[src/rtl/gpio_out_pkg.sv]
// ---------------------------------------------------------------------------
// gpio_out_pkg
//   Shared definitions for the GPIO output drivers: mode codes of the IO
//   register "mode" field and the state encoding of gpio_out_driver.
// ---------------------------------------------------------------------------
package gpio_out_pkg;

    // Mode field codes; 2'b11 is reserved and behaves as MODE_LEVEL.
    localparam logic [1:0] MODE_LEVEL = 2'b00;
    localparam logic [1:0] MODE_PULSE = 2'b01;
    localparam logic [1:0] MODE_BLINK = 2'b10;

    // Driver state enumeration (kept as plain constants for legacy tools).
    localparam int STATE_W = 3;
    typedef logic [STATE_W-1:0] state_t;

    localparam state_t ST_IDLE      = 3'd0;
    localparam state_t ST_PULSE_ON  = 3'd1;
    localparam state_t ST_GUARD     = 3'd2;
    localparam state_t ST_BLINK_ON  = 3'd3;
    localparam state_t ST_BLINK_OFF = 3'd4;

endpackage

[src/rtl/hold_timer.sv]
// ---------------------------------------------------------------------------
// hold_timer
//   Saturating up-counter measuring how long a pin has been stable.
//   Reset leaves it saturated so the very first change is never delayed.
// Ports
//   clk   in  1  system clock
//   rst   in  1  asynchronous, active-high reset
//   clear in  1  the pin changes at this edge; restart the count
//   sat   out 1  the pin will have been stable for HOLD cycles including the
//                current one, so a change decided now is allowed
// ---------------------------------------------------------------------------
module hold_timer #(
    parameter int CNT_W = 16,
    parameter int HOLD  = 1000
) (
    input  logic clk,
    input  logic rst,
    input  logic clear,
    output logic sat
);

    localparam logic [CNT_W-1:0] HOLD_V  = CNT_W'(HOLD);
    localparam logic [CNT_W-1:0] HOLD_M1 = CNT_W'(HOLD - 1);

    logic [CNT_W-1:0] cnt_r;

    // Stability counter: cleared on a pin transition, saturates at HOLD.
    always_ff @(posedge clk or posedge rst) begin
        if (rst) begin
            cnt_r <= HOLD_V;
        end else if (clear) begin
            cnt_r <= '0;
        end else if (cnt_r != HOLD_V) begin
            cnt_r <= cnt_r + CNT_W'(1);
        end else begin
            cnt_r <= cnt_r;
        end
    end

    // The count is 0 during the first cycle of a new value, so HOLD-1 already
    // means HOLD stable cycles once the current cycle is included.
    assign sat = (cnt_r >= HOLD_M1);

endmodule

[src/rtl/gpio_out_driver.sv]
// ---------------------------------------------------------------------------
// gpio_out_driver
//   Drives one pad (LED, relay, buzzer) from IO-register commands with
//   glitch-free transitions and a minimum hold time. Modes: steady level,
//   one-shot pulse, blink.
// Ports
//   clk   in  1      system clock
//   rst   in  1      asynchronous, active-high reset
//   mode  in  2      00 LEVEL, 01 PULSE, 10 BLINK, 11 reserved (LEVEL)
//   level in  1      requested level (LEVEL) / blink enable (BLINK)
//   trig  in  1      pulse start strobe (PULSE)
//   len   in  CNT_W  pulse length / blink half-period, 0 treated as 1
//   out   out 1      registered pin drive
//   busy  out 1      high whenever the driver is not IDLE
//   done  out 1      one-cycle strobe when a pulse/blink guard completes
// ---------------------------------------------------------------------------
module gpio_out_driver
    import gpio_out_pkg::*;
#(
    parameter int CNT_W = 16,
    parameter int HOLD  = 1000
) (
    input  logic             clk,
    input  logic             rst,
    input  logic [1:0]       mode,
    input  logic             level,
    input  logic             trig,
    input  logic [CNT_W-1:0] len,
    output logic             out,
    output logic             busy,
    output logic             done
);

    // Phase counter reload: a phase lasts max(len,1) cycles, counted down to 0.
    function automatic logic [CNT_W-1:0] len_reload(input logic [CNT_W-1:0] l);
        if (l == '0) begin
            return '0;
        end else begin
            return l - CNT_W'(1);
        end
    endfunction

    state_t           state_r, state_s;
    logic [CNT_W-1:0] cnt_r, cnt_s;
    logic [CNT_W-1:0] reload_r, reload_s;
    logic             out_r, out_s;
    logic             busy_r;
    logic             done_r, done_s;
    logic             hold_sat_s;
    logic             hold_clear_s;

    // Any change of the pin restarts the stability measurement.
    assign hold_clear_s = (out_s != out_r);

    hold_timer #(
        .CNT_W (CNT_W),
        .HOLD  (HOLD)
    ) u_hold_timer (
        .clk   (clk),
        .rst   (rst),
        .clear (hold_clear_s),
        .sat   (hold_sat_s)
    );

    // Next-state logic; mode and len only matter in IDLE, so edits while busy
    // take effect once the driver returns there.
    always_comb begin
        state_s  = state_r;
        cnt_s    = cnt_r;
        reload_s = reload_r;
        out_s    = out_r;
        done_s   = 1'b0;
        case (state_r)
            ST_IDLE: begin
                case (mode)
                    MODE_PULSE: begin
                        if (trig) begin
                            state_s = ST_PULSE_ON;
                            out_s   = 1'b1;
                            cnt_s   = len_reload(len);
                        end else begin
                            state_s = ST_IDLE;
                        end
                    end
                    MODE_BLINK: begin
                        if (level) begin
                            state_s  = ST_BLINK_ON;
                            out_s    = 1'b1;
                            cnt_s    = len_reload(len);
                            reload_s = len_reload(len);
                        end else begin
                            state_s = ST_IDLE;
                        end
                    end
                    default: begin
                        // Latest level wins; a request that reverts before the
                        // hold expires never reaches the pin.
                        if ((level != out_r) && hold_sat_s) begin
                            out_s = level;
                        end else begin
                            out_s = out_r;
                        end
                    end
                endcase
            end
            ST_PULSE_ON: begin
                if (cnt_r == '0) begin
                    state_s = ST_GUARD;
                    out_s   = 1'b0;
                end else begin
                    cnt_s = cnt_r - CNT_W'(1);
                end
            end
            ST_GUARD: begin
                if (hold_sat_s) begin
                    state_s = ST_IDLE;
                    done_s  = 1'b1;
                end else begin
                    state_s = ST_GUARD;
                end
            end
            ST_BLINK_ON: begin
                if (cnt_r == '0) begin
                    state_s = ST_BLINK_OFF;
                    out_s   = 1'b0;
                    cnt_s   = reload_r;
                end else begin
                    cnt_s = cnt_r - CNT_W'(1);
                end
            end
            ST_BLINK_OFF: begin
                // level is only looked at here, so a blink is never truncated.
                if (cnt_r != '0) begin
                    cnt_s = cnt_r - CNT_W'(1);
                end else if (level) begin
                    state_s = ST_BLINK_ON;
                    out_s   = 1'b1;
                    cnt_s   = reload_r;
                end else begin
                    state_s = ST_GUARD;
                end
            end
            default: begin
                state_s = ST_IDLE;
                out_s   = 1'b0;
                cnt_s   = '0;
            end
        endcase
    end

    // State, counters and registered outputs.
    always_ff @(posedge clk or posedge rst) begin
        if (rst) begin
            state_r  <= ST_IDLE;
            cnt_r    <= '0;
            reload_r <= '0;
            out_r    <= 1'b0;
            busy_r   <= 1'b0;
            done_r   <= 1'b0;
        end else begin
            state_r  <= state_s;
            cnt_r    <= cnt_s;
            reload_r <= reload_s;
            out_r    <= out_s;
            busy_r   <= (state_s != ST_IDLE);
            done_r   <= done_s;
        end
    end

    assign out  = out_r;
    assign busy = busy_r;
    assign done = done_r;

endmodule
[config.mk]
export PLATFORM = sky130hd
export DESIGN_NAME = gpio_out_driver
export DESIGN_NICKNAME = d
export VERILOG_FILES = /design/src/rtl/gpio_out_pkg.sv /design/src/rtl/hold_timer.sv /design/src/rtl/gpio_out_driver.sv
export SDC_FILE = /design/constraint.sdc
export NUM_CORES = 1
export LEC_CHECK = 0
export CORE_ASPECT_RATIO = 1.25
export CORE_MARGIN = 3
export CORE_UTILIZATION = 45
export CTS_BUF_LIST = sky130_fd_sc_hd__clkbuf_2 sky130_fd_sc_hd__clkbuf_4 sky130_fd_sc_hd__clkbuf_8
export CTS_CLUSTER_SIZE = 10
export DETAILED_ROUTE_END_ITERATION = 10
export GPL_ROUTABILITY_DRIVEN = 1
export SYNTH_ARGS = -nofsm -noshare
export SYNTH_HDL_FRONTEND = slang
export SYNTH_SLANG_ARGS = --single-unit
[constraint.sdc]
create_clock -name clk -period 3.3 [get_ports clk]
set_input_delay 0.33 -clock clk [delete_from_list [all_inputs] [get_ports clk]]
set_output_delay 0.33 -clock clk [all_outputs]
set_load 0.01 [all_outputs]
==> impl_metrics.env <==
export IMPL_diodes=0
export IMPL_place_hpwl_um=6865
export IMPL_cts_tree="yes"
export IMPL_whs_ps=401.7
export IMPL_synth_nets=426
export IMPL_yosys_warnings=0
export IMPL_routed_wl_um=9042
export IMPL_synth_edf_count=0
export IMPL_cts_hold_fix_buffers=0
export IMPL_layout_setup_ws_ps=573.9
export IMPL_layout_min_cycle_time_ps=2726
export IMPL_start_kind="flop"
export IMPL_io_buffer_count=24
export IMPL_fin_nets=455
export IMPL_clockBufferDepth=2
export IMPL_crit_chain="nor4_2 -> and4_1 -> nand2_1 -> o211ai_2 -> o21ai_0 -> o21ai_0"
export IMPL_layout_cells_non_filler=516
export IMPL_synth_cell_type_count=55
export IMPL_r2r_slack_ps=570
export IMPL_ys_async_sr_fraction=1.000
export IMPL_postCtsResizedCells=0
export IMPL_grtUsageMet3=0.03197
export IMPL_synth_most_common_cell="nor2_1"
export IMPL_rows=34
export IMPL_grt_max_degree=29
export IMPL_fin_area_um2=3846
export IMPL_grt_pass1_vias=3161
export IMPL_vias=3104
export IMPL_synthTopCellsByArea="dfrtp_1 36%, o21ai_0 7.0%, nor2_1 6.3%"
export IMPL_postSynthCellCount=396
export IMPL_track_usage=0.2245
export IMPL_post_cts_buffers=0
export IMPL_path_max_fanout=16
export IMPL_cts_clk_slew_worst_paths_ps=100
export IMPL_htreeDepth=2
export IMPL_use_met1=0.2846
export IMPL_die_y_um=102.8
export IMPL_crit_type="reg2reg"
export IMPL_die_x_um=83.46
export IMPL_max_freq_mhz=366.8
export IMPL_grt_antenna_before_repair=0
export IMPL_powerDensity_nw_per_um2=683.4
export IMPL_placed_cell_area_um2=3755
export IMPL_worstMarginPinSlew_ps=707.4
export IMPL_drive_above_1_share=0.08685
export IMPL_start_util=0.4750
export IMPL_preCtsSetupSlack_ps=269.9
export IMPL_arrival_ps=2950
export IMPL_tns_ps=0
export IMPL_post_drt_wl_per_cell_um=17.52
export IMPL_grt_pass1_wl_um=15530
export IMPL_gp_congestion=0.8308
export IMPL_relSlewSlack=0.5244
export IMPL_drv_cap=0
export IMPL_cpPeakStageDelay_ps=680
export IMPL_cts_sinks=54
export IMPL_status="complete, no violations"
export IMPL_ys_seq_area_frac=0.4027
export IMPL_synthTopCellsByCount="57 x nor2_1, 48 x dfrtp_1, 47 x o21ai_0"
export IMPL_rsz0062_at_grt="false"
export IMPL_postSynthAreaPerCell_um2=8.521
export IMPL_grt_overflow_total=0
export IMPL_clk_insertion_delay_late_ps=310
export IMPL_vdd_drop_max_mv=0.3310
export IMPL_die_area_um2=8580
export IMPL_total_power_mw=2.628
export IMPL_final_util=0.5414
export IMPL_dp_cells=508
export IMPL_synth_top_area_share=0.3560
export IMPL_viasPerCell=6.016
export IMPL_drt_first_iter_violations=157
export IMPL_use_met2=0.3981
export IMPL_cts_root_buf="clkbuf_8"
export IMPL_leakage_nw=1.558
export IMPL_ant_nets=0
export IMPL_crit_path_end_kind="flop"
export IMPL_yosysTopAreaCell="dfrtp_1"
export IMPL_io_pins=25
export IMPL_cts_buffers=5
export IMPL_finalMaxSlewViolations=0
export IMPL_top_usage_layer="met2"
export IMPL_setup_viol=0
export IMPL_dr_pass1_iters=5
export IMPL_fp_coreArea_um2=7104
export IMPL_synth_area_um2=3374
export IMPL_drc=0
export IMPL_hold_viol=0
export IMPL_cp_common_cell="o21ai_0"
export IMPL_period_share=0.8261
export IMPL_ys_flop_type="dfrtp_1"
export IMPL_n_fill_cell=691
export IMPL_cp_slowest_cell="nor4_2"
export IMPL_skew_ps=11.33
export IMPL_required_ps=3530
export IMPL_areaGrowthSynthToFinish_pct=13.98
export IMPL_ys_seq_elements=54
export IMPL_hp_class="in2async"
-- path summary, 6_finish.rpt --
path                             startpoint                    end  cells after the start
worst max-delay path               cnt_r[6]              cnt_r[13]                      6
worst min-delay path                    rst            reload_r[4]                      2
worst max register to register     cnt_r[6]              cnt_r[13]                      6
worst min register to register  reload_r[0]            reload_r[0]                      2
max in group asynchronous               rst  u_hold_timer.cnt_r[7]                      3
min in group clk                reload_r[0]            reload_r[0]                      2
-- routing by layer --
layer | wire [um] | share of wire | up-vias
met5 | 0 | 0 | -
met4 | 216 | 0.024 | 0
met3 | 436 | 0.048 | 17
met2 | 4550 | 0.50 | 92
met1 | 3838 | 0.42 | 1501
li1 | - | - | 1494
-- power by group --
part	internal (mW)	leakage [nW]	switching, mW
Combinational	0.471	0.835	0.680
Clock	0.158	0.0408	0.224
Sequential	0.879	0.683	0.216
-- critical path: cells and delay by family (launching register included) --
family	cells	cell delay (ps)
DFF	1	450
AOI/OAI and AO/OA	3	910
and+or+nand+nor	3	1290
-- cells in the final DEF (no fill, tap or decap), types with 3 or more instances in the layout --
| cell type | n |
|---|---|
| nor2_1 | 57 |
| dfrtp_1 | 48 |
| o21ai_0 | 47 |
| nand2_1 | 34 |
| clkdlybuf4s50_1 | 24 |
| xor2_1 | 17 |
| a21oi_1 | 17 |
| inv_1 | 16 |
| buf_4 | 12 |
| xnor2_1 | 11 |
| nor4_1 | 10 |
| nand3_1 | 10 |
| a221oi_1 | 10 |
| a31oi_1 | 8 |
| ha_1 | 8 |
| nor3_1 | 7 |
| nor2b_1 | 6 |
| or4_1 | 6 |
| dfstp_2 | 6 |
| nand4_1 | 5 |
| clkbuf_8 | 5 |
| or3_1 | 4 |
| a211oi_1 | 3 |
| o211ai_1 | 3 |
| nand3b_1 | 3 |
| nand2b_1 | 3 |
-- cells by family after synthesis --
group / share of synthesized area
buffers and inverters: 0.03745
DFF: 0.4027
and+or+nand+nor: 0.2495
adders and majority gates: 0.02966
xor gates and xnor gates: 0.07267
muxes: 0.009270
AOI/OAI and AO/OA: 0.1987
-- cell type report --
| class | instances | area [um2] | area share |
|---|---|---|---|
| Multi-Input combinational cell | 311 | 1889 | 0.4912 |
| Sequential cell | 54 | 1359 | 0.3533 |
| Timing Repair Buffer | 36 | 330.3 | 0.08588 |
| Tap cell | 90 | 112.6 | 0.02928 |
| Clock buffer | 6 | 76.32 | 0.01984 |
| Inverter | 17 | 63.81 | 0.01659 |
| Clock inverter | 2 | 15.01 | 0.003904 |
-- registers in the layout (all words and copies together) (netlist names) --
register	cells
state_r	3
u_hold_timer.cnt_r	16
done	1
out	1
busy	1
reload_r	16
cnt_r	16
Power figures use the tool's default switching activity.
